### src/rtl/tank_mover_if.sv
// Tank control bus: player inputs toward the tank, pose/status back out.
// TANK_FIRE_EN adds the one-frame fire strobe.
interface tank_mover_if;
    localparam int unsigned KEY_W = 8;
    localparam int unsigned POS_W = 10;
    localparam int unsigned HDG_W = 2;

    logic [KEY_W-1:0] keycode;
    logic             blocked;
    logic             hit;
    logic [POS_W-1:0] TankX;
    logic [POS_W-1:0] TankY;
    logic [HDG_W-1:0] heading;
    logic             moving;
    logic             alive;
`ifdef TANK_FIRE_EN
    logic             fire;
`endif

    modport master (
        output keycode, blocked, hit,
        input  TankX, TankY, heading, moving, alive
`ifdef TANK_FIRE_EN
        , input fire
`endif
    );

    modport slave (
        input  keycode, blocked, hit,
        output TankX, TankY, heading, moving, alive
`ifdef TANK_FIRE_EN
        , output fire
`endif
    );
endinterface

### src/rtl/tank_mover.sv
// Player tank: keyboard-driven movement with clamping, hit/respawn sequencing,
// and an optional cooled-down fire strobe enabled by the TANK_FIRE_EN macro.
module tank_mover #(
    parameter logic [9:0] START_X        = 10'd32,
    parameter logic [9:0] START_Y        = 10'd416,
    parameter logic [1:0] START_HEADING  = 2'd0,
    parameter logic [9:0] STEP           = 10'd1,
    parameter logic [9:0] X_MIN          = 10'd0,
    parameter logic [9:0] X_MAX          = 10'd608,
    parameter logic [9:0] Y_MIN          = 10'd0,
    parameter logic [9:0] Y_MAX          = 10'd448,
    parameter logic [7:0] KEY_UP         = 8'h1A,
    parameter logic [7:0] KEY_DOWN       = 8'h16,
    parameter logic [7:0] KEY_LEFT       = 8'h04,
    parameter logic [7:0] KEY_RIGHT      = 8'h07,
    parameter logic [7:0] KEY_FIRE       = 8'h2C,
    parameter logic [7:0] RESPAWN_FRAMES = 8'd120,
    parameter logic [5:0] COOLDOWN       = 6'd30
) (
    input logic         frame_clk,
    input logic         Reset,
    tank_mover_if.slave bus
);
    localparam int unsigned POS_W = 10;
    localparam int unsigned HDG_W = 2;
    localparam int unsigned CNT_W = 8;

    typedef enum logic [1:0] {
        ST_IDLE    = 2'd0,
        ST_MOVE    = 2'd1,
        ST_RESPAWN = 2'd2
    } state_e;

    state_e           state_q, state_d;
    logic [POS_W-1:0] x_q, x_d, y_q, y_d;
    logic [HDG_W-1:0] heading_q, heading_d;
    logic             moving_q, moving_d;
    logic             alive_q, alive_d;
    logic [CNT_W-1:0] resp_cnt_q, resp_cnt_d;

    logic             dir_valid_c;
    logic [HDG_W-1:0] dir_c;
    logic [POS_W-1:0] tgt_x_c, tgt_y_c;
    logic [POS_W:0]   x_inc_c, y_inc_c;

`ifdef TANK_FIRE_EN
    localparam int unsigned CD_W = 6;
    logic [CD_W-1:0] cool_q, cool_d;
    logic            fire_q, fire_d;
`endif

    // Direction key decode; the fire key and anything else count as no direction.
    always_comb begin
        dir_valid_c = 1'b1;
        dir_c       = heading_q;
        if (bus.keycode == KEY_UP)         dir_c = 2'd0;
        else if (bus.keycode == KEY_RIGHT) dir_c = 2'd1;
        else if (bus.keycode == KEY_DOWN)  dir_c = 2'd2;
        else if (bus.keycode == KEY_LEFT)  dir_c = 2'd3;
        else                               dir_valid_c = 1'b0;
    end

    // Clamped one-step target; 11-bit sums keep the bounds tests free of wrap-around.
    always_comb begin
        tgt_x_c = x_q;
        tgt_y_c = y_q;
        x_inc_c = {1'b0, x_q} + {1'b0, STEP};
        y_inc_c = {1'b0, y_q} + {1'b0, STEP};
        case (dir_c)
            2'd0: tgt_y_c = ({1'b0, y_q} < ({1'b0, Y_MIN} + {1'b0, STEP})) ? Y_MIN : (y_q - STEP);
            2'd1: tgt_x_c = (x_inc_c > {1'b0, X_MAX}) ? X_MAX : x_inc_c[POS_W-1:0];
            2'd2: tgt_y_c = (y_inc_c > {1'b0, Y_MAX}) ? Y_MAX : y_inc_c[POS_W-1:0];
            default: tgt_x_c = ({1'b0, x_q} < ({1'b0, X_MIN} + {1'b0, STEP})) ? X_MIN : (x_q - STEP);
        endcase
    end

    always_ff @(posedge frame_clk) begin
        if (Reset) state_q <= ST_IDLE;
        else       state_q <= state_d;
    end

    always_comb begin
        state_d = state_q;
        case (state_q)
            ST_RESPAWN: if (resp_cnt_q == '0) state_d = ST_IDLE;
            default: begin
                if (bus.hit)                             state_d = ST_RESPAWN;
                else if (dir_valid_c && !bus.blocked)    state_d = ST_MOVE;
                else                                     state_d = ST_IDLE;
            end
        endcase
    end

    // Datapath/outputs; hit outranks every key.
    always_comb begin
        x_d        = x_q;
        y_d        = y_q;
        heading_d  = heading_q;
        moving_d   = 1'b0;
        alive_d    = 1'b1;
        resp_cnt_d = resp_cnt_q;
`ifdef TANK_FIRE_EN
        fire_d     = 1'b0;
        cool_d     = (cool_q != '0) ? (cool_q - CD_W'(1)) : cool_q;
`endif
        case (state_q)
            ST_RESPAWN: begin
                alive_d = (resp_cnt_q == '0);
                if (resp_cnt_q != '0) resp_cnt_d = resp_cnt_q - CNT_W'(1);
            end
            default: begin
                if (bus.hit) begin
                    x_d        = START_X;
                    y_d        = START_Y;
                    heading_d  = START_HEADING;
                    alive_d    = 1'b0;
                    resp_cnt_d = RESPAWN_FRAMES - CNT_W'(1);
                end else if (dir_valid_c) begin
                    heading_d = dir_c;
                    if (!bus.blocked) begin
                        x_d      = tgt_x_c;
                        y_d      = tgt_y_c;
                        moving_d = (tgt_x_c != x_q) || (tgt_y_c != y_q);
                    end
`ifdef TANK_FIRE_EN
                end else if ((bus.keycode == KEY_FIRE) && (cool_q == '0)) begin
                    fire_d = 1'b1;
                    cool_d = COOLDOWN;
`endif
                end
            end
        endcase
    end

    always_ff @(posedge frame_clk) begin
        if (Reset) begin
            x_q        <= START_X;
            y_q        <= START_Y;
            heading_q  <= START_HEADING;
            moving_q   <= 1'b0;
            alive_q    <= 1'b1;
            resp_cnt_q <= '0;
`ifdef TANK_FIRE_EN
            fire_q     <= 1'b0;
            cool_q     <= '0;
`endif
        end else begin
            x_q        <= x_d;
            y_q        <= y_d;
            heading_q  <= heading_d;
            moving_q   <= moving_d;
            alive_q    <= alive_d;
            resp_cnt_q <= resp_cnt_d;
`ifdef TANK_FIRE_EN
            fire_q     <= fire_d;
            cool_q     <= cool_d;
`endif
        end
    end

    assign bus.TankX   = x_q;
    assign bus.TankY   = y_q;
    assign bus.heading = heading_q;
    assign bus.moving  = moving_q;
    assign bus.alive   = alive_q;
`ifdef TANK_FIRE_EN
    assign bus.fire    = fire_q;
`endif

endmodule

### src/flat_wrapper.sv
// flat-port wrapper written by rule: the top's interface ports become plain ports
module tank_mover_flat 
#(
    parameter logic [9:0] START_X        = 10'd32,
    parameter logic [9:0] START_Y        = 10'd416,
    parameter logic [1:0] START_HEADING  = 2'd0,
    parameter logic [9:0] STEP           = 10'd1,
    parameter logic [9:0] X_MIN          = 10'd0,
    parameter logic [9:0] X_MAX          = 10'd608,
    parameter logic [9:0] Y_MIN          = 10'd0,
    parameter logic [9:0] Y_MAX          = 10'd448,
    parameter logic [7:0] KEY_UP         = 8'h1A,
    parameter logic [7:0] KEY_DOWN       = 8'h16,
    parameter logic [7:0] KEY_LEFT       = 8'h04,
    parameter logic [7:0] KEY_RIGHT      = 8'h07,
    parameter logic [7:0] KEY_FIRE       = 8'h2C,
    parameter logic [7:0] RESPAWN_FRAMES = 8'd120,
    parameter logic [5:0] COOLDOWN       = 6'd30
)
  (frame_clk, Reset, bus_keycode, bus_blocked, bus_hit, bus_TankX, bus_TankY, bus_heading, bus_moving, bus_alive);
  tank_mover_if bus_i ();
  input logic frame_clk;
  input logic Reset;
  input wire logic [$bits(bus_i.keycode)-1:0] bus_keycode;
  input wire logic [$bits(bus_i.blocked)-1:0] bus_blocked;
  input wire logic [$bits(bus_i.hit)-1:0] bus_hit;
  output wire logic [$bits(bus_i.TankX)-1:0] bus_TankX;
  output wire logic [$bits(bus_i.TankY)-1:0] bus_TankY;
  output wire logic [$bits(bus_i.heading)-1:0] bus_heading;
  output wire logic [$bits(bus_i.moving)-1:0] bus_moving;
  output wire logic [$bits(bus_i.alive)-1:0] bus_alive;
  assign bus_i.keycode = bus_keycode;
  assign bus_i.blocked = bus_blocked;
  assign bus_i.hit = bus_hit;
  assign bus_TankX = bus_i.TankX;
  assign bus_TankY = bus_i.TankY;
  assign bus_heading = bus_i.heading;
  assign bus_moving = bus_i.moving;
  assign bus_alive = bus_i.alive;
  tank_mover #(.START_X(START_X), .START_Y(START_Y), .START_HEADING(START_HEADING), .STEP(STEP), .X_MIN(X_MIN), .X_MAX(X_MAX), .Y_MIN(Y_MIN), .Y_MAX(Y_MAX), .KEY_UP(KEY_UP), .KEY_DOWN(KEY_DOWN), .KEY_LEFT(KEY_LEFT), .KEY_RIGHT(KEY_RIGHT), .KEY_FIRE(KEY_FIRE), .RESPAWN_FRAMES(RESPAWN_FRAMES), .COOLDOWN(COOLDOWN)) u_core (.frame_clk(frame_clk), .Reset(Reset), .bus(bus_i));
endmodule
### config.mk
export PLATFORM = sky130hd
export DESIGN_NAME = tank_mover_flat
export DESIGN_NICKNAME = d
export VERILOG_FILES = /design/src/rtl/tank_mover_if.sv /design/src/rtl/tank_mover.sv /design/src/flat_wrapper.sv
export SDC_FILE = /design/constraint.sdc
export NUM_CORES = 1
export LEC_CHECK = 0
export ABC_CLOCK_PERIOD_IN_PS = 8600
export CAP_MARGIN = 20
export CORE_ASPECT_RATIO = 2
export CORE_MARGIN = 3
export CORE_UTILIZATION = 39
export CTS_CLUSTER_SIZE = 25
export DETAILED_ROUTE_END_ITERATION = 10
export GPL_ROUTABILITY_DRIVEN = 0
export PLACE_DENSITY = 0.55
export SLEW_MARGIN = 0
export SYNTH_ARGS = -nofsm -noshare
export SYNTH_HDL_FRONTEND = slang
export SYNTH_SLANG_ARGS = --single-unit
### constraint.sdc
create_clock -name frame_clk -period 8.6 [get_ports frame_clk]
set_clock_uncertainty 0.15 [all_clocks]
set_input_delay 1.72 -clock frame_clk [delete_from_list [all_inputs] [get_ports frame_clk]]
set_output_delay 1.72 -clock frame_clk [all_outputs]
set_load 0.005 [all_outputs]
# --- After elaboration in Yosys (flattened, before gate mapping) ---
# Cells that the tools add are included.
word_totals:
  elab_cells: 74
  output_inout_bits: 24
  reg_bits: 34
classes:
  addsub: 5
  magnitude_cmp: 4
  n_reduce_logical: 13
  mux: 31
  n_eq_ne: 12
  bitwise_logic: 2
ops:
  columns: ["op", "count"]
  rows:
  - ["two-way mux 10 bit", 10]
  - ["one-hot mux 10 bit (2 select lines)", 2]
  - ["two-way mux 8 bit", 3]
  - ["adder 10 x 1 -> 11 bit, second input constant", 2]
  - ["less-than comparator 10 x 1 -> 1 bit, second input constant", 2]
  - ["inequality test 10 bit", 2]
  - ["subtractor 10 x 1 -> 10 bit, second input constant", 2]
  - ["two-way mux 2 bit", 9]
  - ["== test 8 x 3 -> 1 bit, second input constant", 2]
  - ["== test 8 x 5 -> 1 bit, second input constant", 2]
  - ["greater-than comparator 11 x 10 -> 1 bit, second input constant", 1]
  - ["greater-than comparator 11 x 9 -> 1 bit, second input constant", 1]
  - ["zero test 8 bit", 1]
  - ["nonzero test 8 bit", 1]
  - ["subtractor 8 x 1 -> 8 bit, second input constant", 1]
  - ["two-way mux 1 bit", 7]
  - ["inequality test 2 x 1 -> 1 bit, second input constant", 3]
  - ["OR reduction 5 bit", 1]
  - ["== test 2 bit, second input constant", 2]
  - ["AND reduction 2 bit", 2]
  - ["nonzero test 2 bit", 2]
  - ["AND reduction 3 bit", 1]
  - ["== test 2 x 1 -> 1 bit, second input constant", 1]
  - ["zero test 2 bit", 1]
  - ["5 further kinds", 6]

# --- Logic depth before layout (Yosys ltp) ---
logic_depth:
  word_depth: 11
  mapped_depth: 13

# --- Least setup slack after synthesis ---
# No wires, ideal clock.
synth_timing:
  path_type: "input-to-reg"
  startpoint: "input bus_keycode[5]"
  endpoint: "register u_core.moving_q (netlist: u_core.bus.moving)"
  setup_slack_ns: 4.568
  path_stages: 11
  t_required_ns: 8.330
  arrival_time_ns: 3.763
  setup_ns: 0.120
  path_buffers: 2
  cell_sequence: "or4b_4 > o32ai_2 > or2_1 > buf_4 > buf_6 > nor2_1 > a31oi_1 > o32ai_1 > nor4_1 > nand4_1 > o31a_1"
synth_via:
  elab_chain_cells: 10
  elab_cells_between_ends: 23
  cone_classes: "eq/ne (8); mux (10); bitwise (1); reduce/logical (4)"
synth_lines:
  columns: ["item", "line", "rtl"]
  rows:
  - ["from (decl)", "flat_wrapper.sv:24", "input wire logic [$bits(bus_i.keycode)-1:0] bus_keycode;"]
  - ["== test 8 x 3 -> 1 bit", "tank_mover.sv:59", "else if (bus.keycode == KEY_LEFT) dir_c = 2'd3;"]
  - ["two-way mux 2 bit", "tank_mover.sv:59", null]
  - ["two-way mux 2 bit", "tank_mover.sv:58", "else if (bus.keycode == KEY_DOWN) dir_c = 2'd2;"]
  - ["two-way mux 2 bit", "tank_mover.sv:57", "else if (bus.keycode == KEY_RIGHT) dir_c = 2'd1;"]
  - ["two-way mux 2 bit", "tank_mover.sv:56", "if (bus.keycode == KEY_UP) dir_c = 2'd0;"]
  - ["== test 2 bit / zero test 2 bit (equally long branches)", "tank_mover.sv:69", "case (dir_c)"]
  - ["OR reduction 2 bit (no source line)", null, null]
  - ["one-hot mux 10 bit (2 select lines)", "tank_mover.sv:69", null]
  - ["inequality test 10 bit", "tank_mover.sv:123", "moving_d = (tgt_x_c != x_q) || (tgt_y_c != y_q);"]
  - ["logical OR 1 bit", "tank_mover.sv:123", null]
  - ["to (signal assigned)", "tank_mover.sv:151", "moving_q <= moving_d;"]
  - ["to (decl)", "tank_mover.sv:37", "logic moving_q, moving_d;"]
# Parallel ways exist; a longest one is shown, timed or not.
# A chain may end at the register's enable or synchronous reset.

# --- Final worst setup path ---
layout_timing:
  startpoint: "input bus_keycode[2]"
  endpoint: "register u_core.moving_q (netlist: u_core.bus.moving)"
# The elaborated chain is that of the path after synthesis.

==> reports/qor.txt <==
post-synthesis simple-gate area fraction: 0.307
Synth top area share: 0.206
CP Capture Point: u_core.bus.moving$_SDFF_PP0_
most used cell, CP: a31oi_1
CTS tree: yes
worst r2r path cells: 11
number of synthesized flops with an enable pin: 0
FF/Latch Area: 681 sq um
post-CTS sizing: 0
worst reg2reg path endpoint: u_core.bus.moving$_SDFF_PP0_
Worst Path Max Fanout: 12
Cells after Synth: 481
syn_nets: 499
Layout Nets: 504
area taken by multi-input logic gates: 2380 sq um
initial DRC count: 450
vias in the first global route: 3,610
Syn Area/Cell: 6.86 sq um
initial core utilization: 0.410
Sink Count: 34
RSZ-0062 raised after global routing: no
dpl cells: 575
Die W: 71.1 um
CP cell instances: clkdlybuf4s50_1 -> nor3b_1 -> a31oi_1 -> nor3_2 -> o21ai_2 -> o41ai_1 -> o211a_1 -> a31oi_1 -> a211o_1 -> o31a_1
die area: 9670 sq um
Area after DPL: 3620 sq um
CP peak stage delay: 660 ps
residual DRC count: 0
largest family of logic cells by synthesized area: compound AO/OA/AOI/OAI gates
Total Power: 0.406 mW
first-pass detailed-route iteration total: 5
yosys warns: 0
synthesized area: 3300 sq um
n_diodes: 0
initial antenna violation count: 0
critical path startpoint category: input port
total setup buffers inserted after CTS: 0
Non-Filler Instances: 583
first-pass GRT wire length: 18.6 mm
reg2reg setup slack: 5000 ps
crit path kind: in2reg
xor and xnor area share after synthesis: 0.0451
crit end category: flop
Synth cell types: 68
VDD IR-drop max: 0.148 mV
register bit total from synthesis: 34
mean routed wirelength per cell: 19.8 um
Core ar.: 8060 sq um
# hold bufs at CTS: 0
synth top area cells: dfxtp_1, o21ai_0, a21oi_1
Slowest-stage cell, CP: nor3_2
total grt overflow: 0
max_slew headroom: 0.431
Setup TNS: 0 ps
Die Ht: 136 um
final setup fails: 0
commonest non-fill, non-tap cell in the layout: nand2_1
Async S/R FF share, synth: 0
outcome: finished clean
Worst Max-Slew Pin Slew: 854 ps
Final min period: 5180 ps
CTS root buf: clkbuf_16
FILL cells: 842
Via density: 6.51
CTS Buffer Depth: 2
leak pwr: 1.31 nW
Setup crit start: bus_keycode[2]
Tot GR Track Use: 0.242
FP Rows: 46
pin count of the biggest net entering global routing: 24
TritonCTS Buffers: 5
clk_lat worst skew: 280 ps
post-synthesis mux area share: 0.00607
fin area: 3770 sq um
post-route ant nets: 0
Crit Reg-Reg Startpoint: u_core.bus.TankY[0]$_SDFFE_PP0P_
Max Cap Viol: 0
Port Buffers: 35
P&R area growth vs syn: 14.1%
CTS clk-pin slew, worst paths: 60 ps
Tcrit/Tclk final: 0.603
CTS H-tree lvls: 2
fmax: 193 MHz
Post-synth top flop: dfxtp_1
Cell Pwr Density: 108 nW/um^2
Synth Area in Compound Gates: 0.340
Hold WC Path Type: reg2reg
final wirelength: 11.6 mm
Synth Area in Adders: 0.0227
cell taking the most area after synthesis: dfxtp_1
WP data required: 8620 ps
WP data arrival: 5210 ps
Final Hold Viols: 0
post-synthesis sequential area ratio: 0.206
Detail Placement HPWL: 8.75 mm
share of layout cells above drive strength 1: 0.0554
most frequent cells in the layout: nand2_1, nor2_1, o21ai_0
via count: 3,798
Ports: 36
max-slew violations: 0
where the power goes:
part | total [mW] | switching, mW | internal (mW)
logic | 0.0478 | 0.0265 | 0.0213
clock network | 0.190 | 0.0748 | 0.115
registers | 0.169 | 0.00532 | 0.164
area by class of cell:
cell class | count | share of cell area
multi-input cells | 390 | 0.631
flip-flops and latches | 34 | 0.181
repair buffers | 38 | 0.0990
clock buffers | 6 | 0.0369
well taps | 96 | 0.0319
inverters | 17 | 0.0169
clock inverters | 2 | 0.00332
cell families (layout without fill, tap and decap cells):
family	Yosys count	count (layout)
AOI/OAI and AO/OA	173	173
muxes	2	2
and+or+nand+nor	192	192
xor gates and xnor gates	17	17
buffers and inverters	57	63
adders and majority gates	6	6
DFF	34	34
cell usage after synthesis, types with 7 or more instances:
cell type  instances
o21ai_0           41
buf_2              7
a31oi_1           18
xnor2_1           11
nor2_1            42
inv_1             17
nand3_1           16
nand4_1            8
dfxtp_1           34
nor3_1            17
nor4_1             8
and3_1             8
clkbuf_1          29
a211oi_1           8
nand2b_1           8
a21oi_1           40
nand2_1           46
routing by layer:
| metal | vias to the layer above | part of all wire | wire length [um] | track usage |
|---|---|---|---|---|
| met4 | 0 | 0.062 | 716 | 0.161 |
| li1 | 1804 | - | - | - |
| met5 | - | 0 | 0 | 0 |
| met1 | 1752 | 0.36 | 4200 | 0.254 |
| met2 | 188 | 0.52 | 6030 | 0.439 |
| met3 | 54 | 0.053 | 615 | 0.0318 |
registers in the layout, indices dropped and copies added, names as in the netlist:
| signal | cells |
|---|---|
| u_core.state_q | 2 |
| u_core.bus.TankY | 10 |
| u_core.resp_cnt_q | 8 |
| u_core.bus.alive | 1 |
| u_core.bus.moving | 1 |
| u_core.bus.TankX | 10 |
| u_core.bus.heading | 2 |
worst min path at each step:
stage | end | slack, ps | start | cells past startpoint
3_5_place_dp | u_core.resp_cnt_q[0]$_SDFFE_PP0N_ | 360 | u_core.resp_cnt_q[0]$_SDFFE_PP0N_ | 1
4_1_cts | u_core.resp_cnt_q[0]$_SDFFE_PP0N_ | 370 | u_core.resp_cnt_q[0]$_SDFFE_PP0N_ | 1
2_1_floorplan | u_core.resp_cnt_q[0]$_SDFFE_PP0N_ | 320 | u_core.resp_cnt_q[0]$_SDFFE_PP0N_ | 1
6_report | u_core.resp_cnt_q[0]$_SDFFE_PP0N_ | 370 | u_core.resp_cnt_q[0]$_SDFFE_PP0N_ | 1
5_1_grt | u_core.resp_cnt_q[0]$_SDFFE_PP0N_ | 390 | u_core.resp_cnt_q[0]$_SDFFE_PP0N_ | 1
3_3_place_gp | u_core.resp_cnt_q[0]$_SDFFE_PP0N_ | 350 | u_core.resp_cnt_q[0]$_SDFFE_PP0N_ | 1
metrics by stage:
stage                     hold WS (ps)   util  worst slack (ps)
final                              368  0.468              3420
after global routing               388  0.468              3150
after CTS                          368  0.468              3430
after detailed placement           355  0.449              3150
after global placement             353  0.449              3140
after floorplan                    316      -              4570
critical path: cells and delay by family:
kind | cells | cell delay [ps]
compound gates | 7 | 1910
buf+inv | 1 | 580
simple gates | 2 | 980
Power figures use the tool's default switching activity.
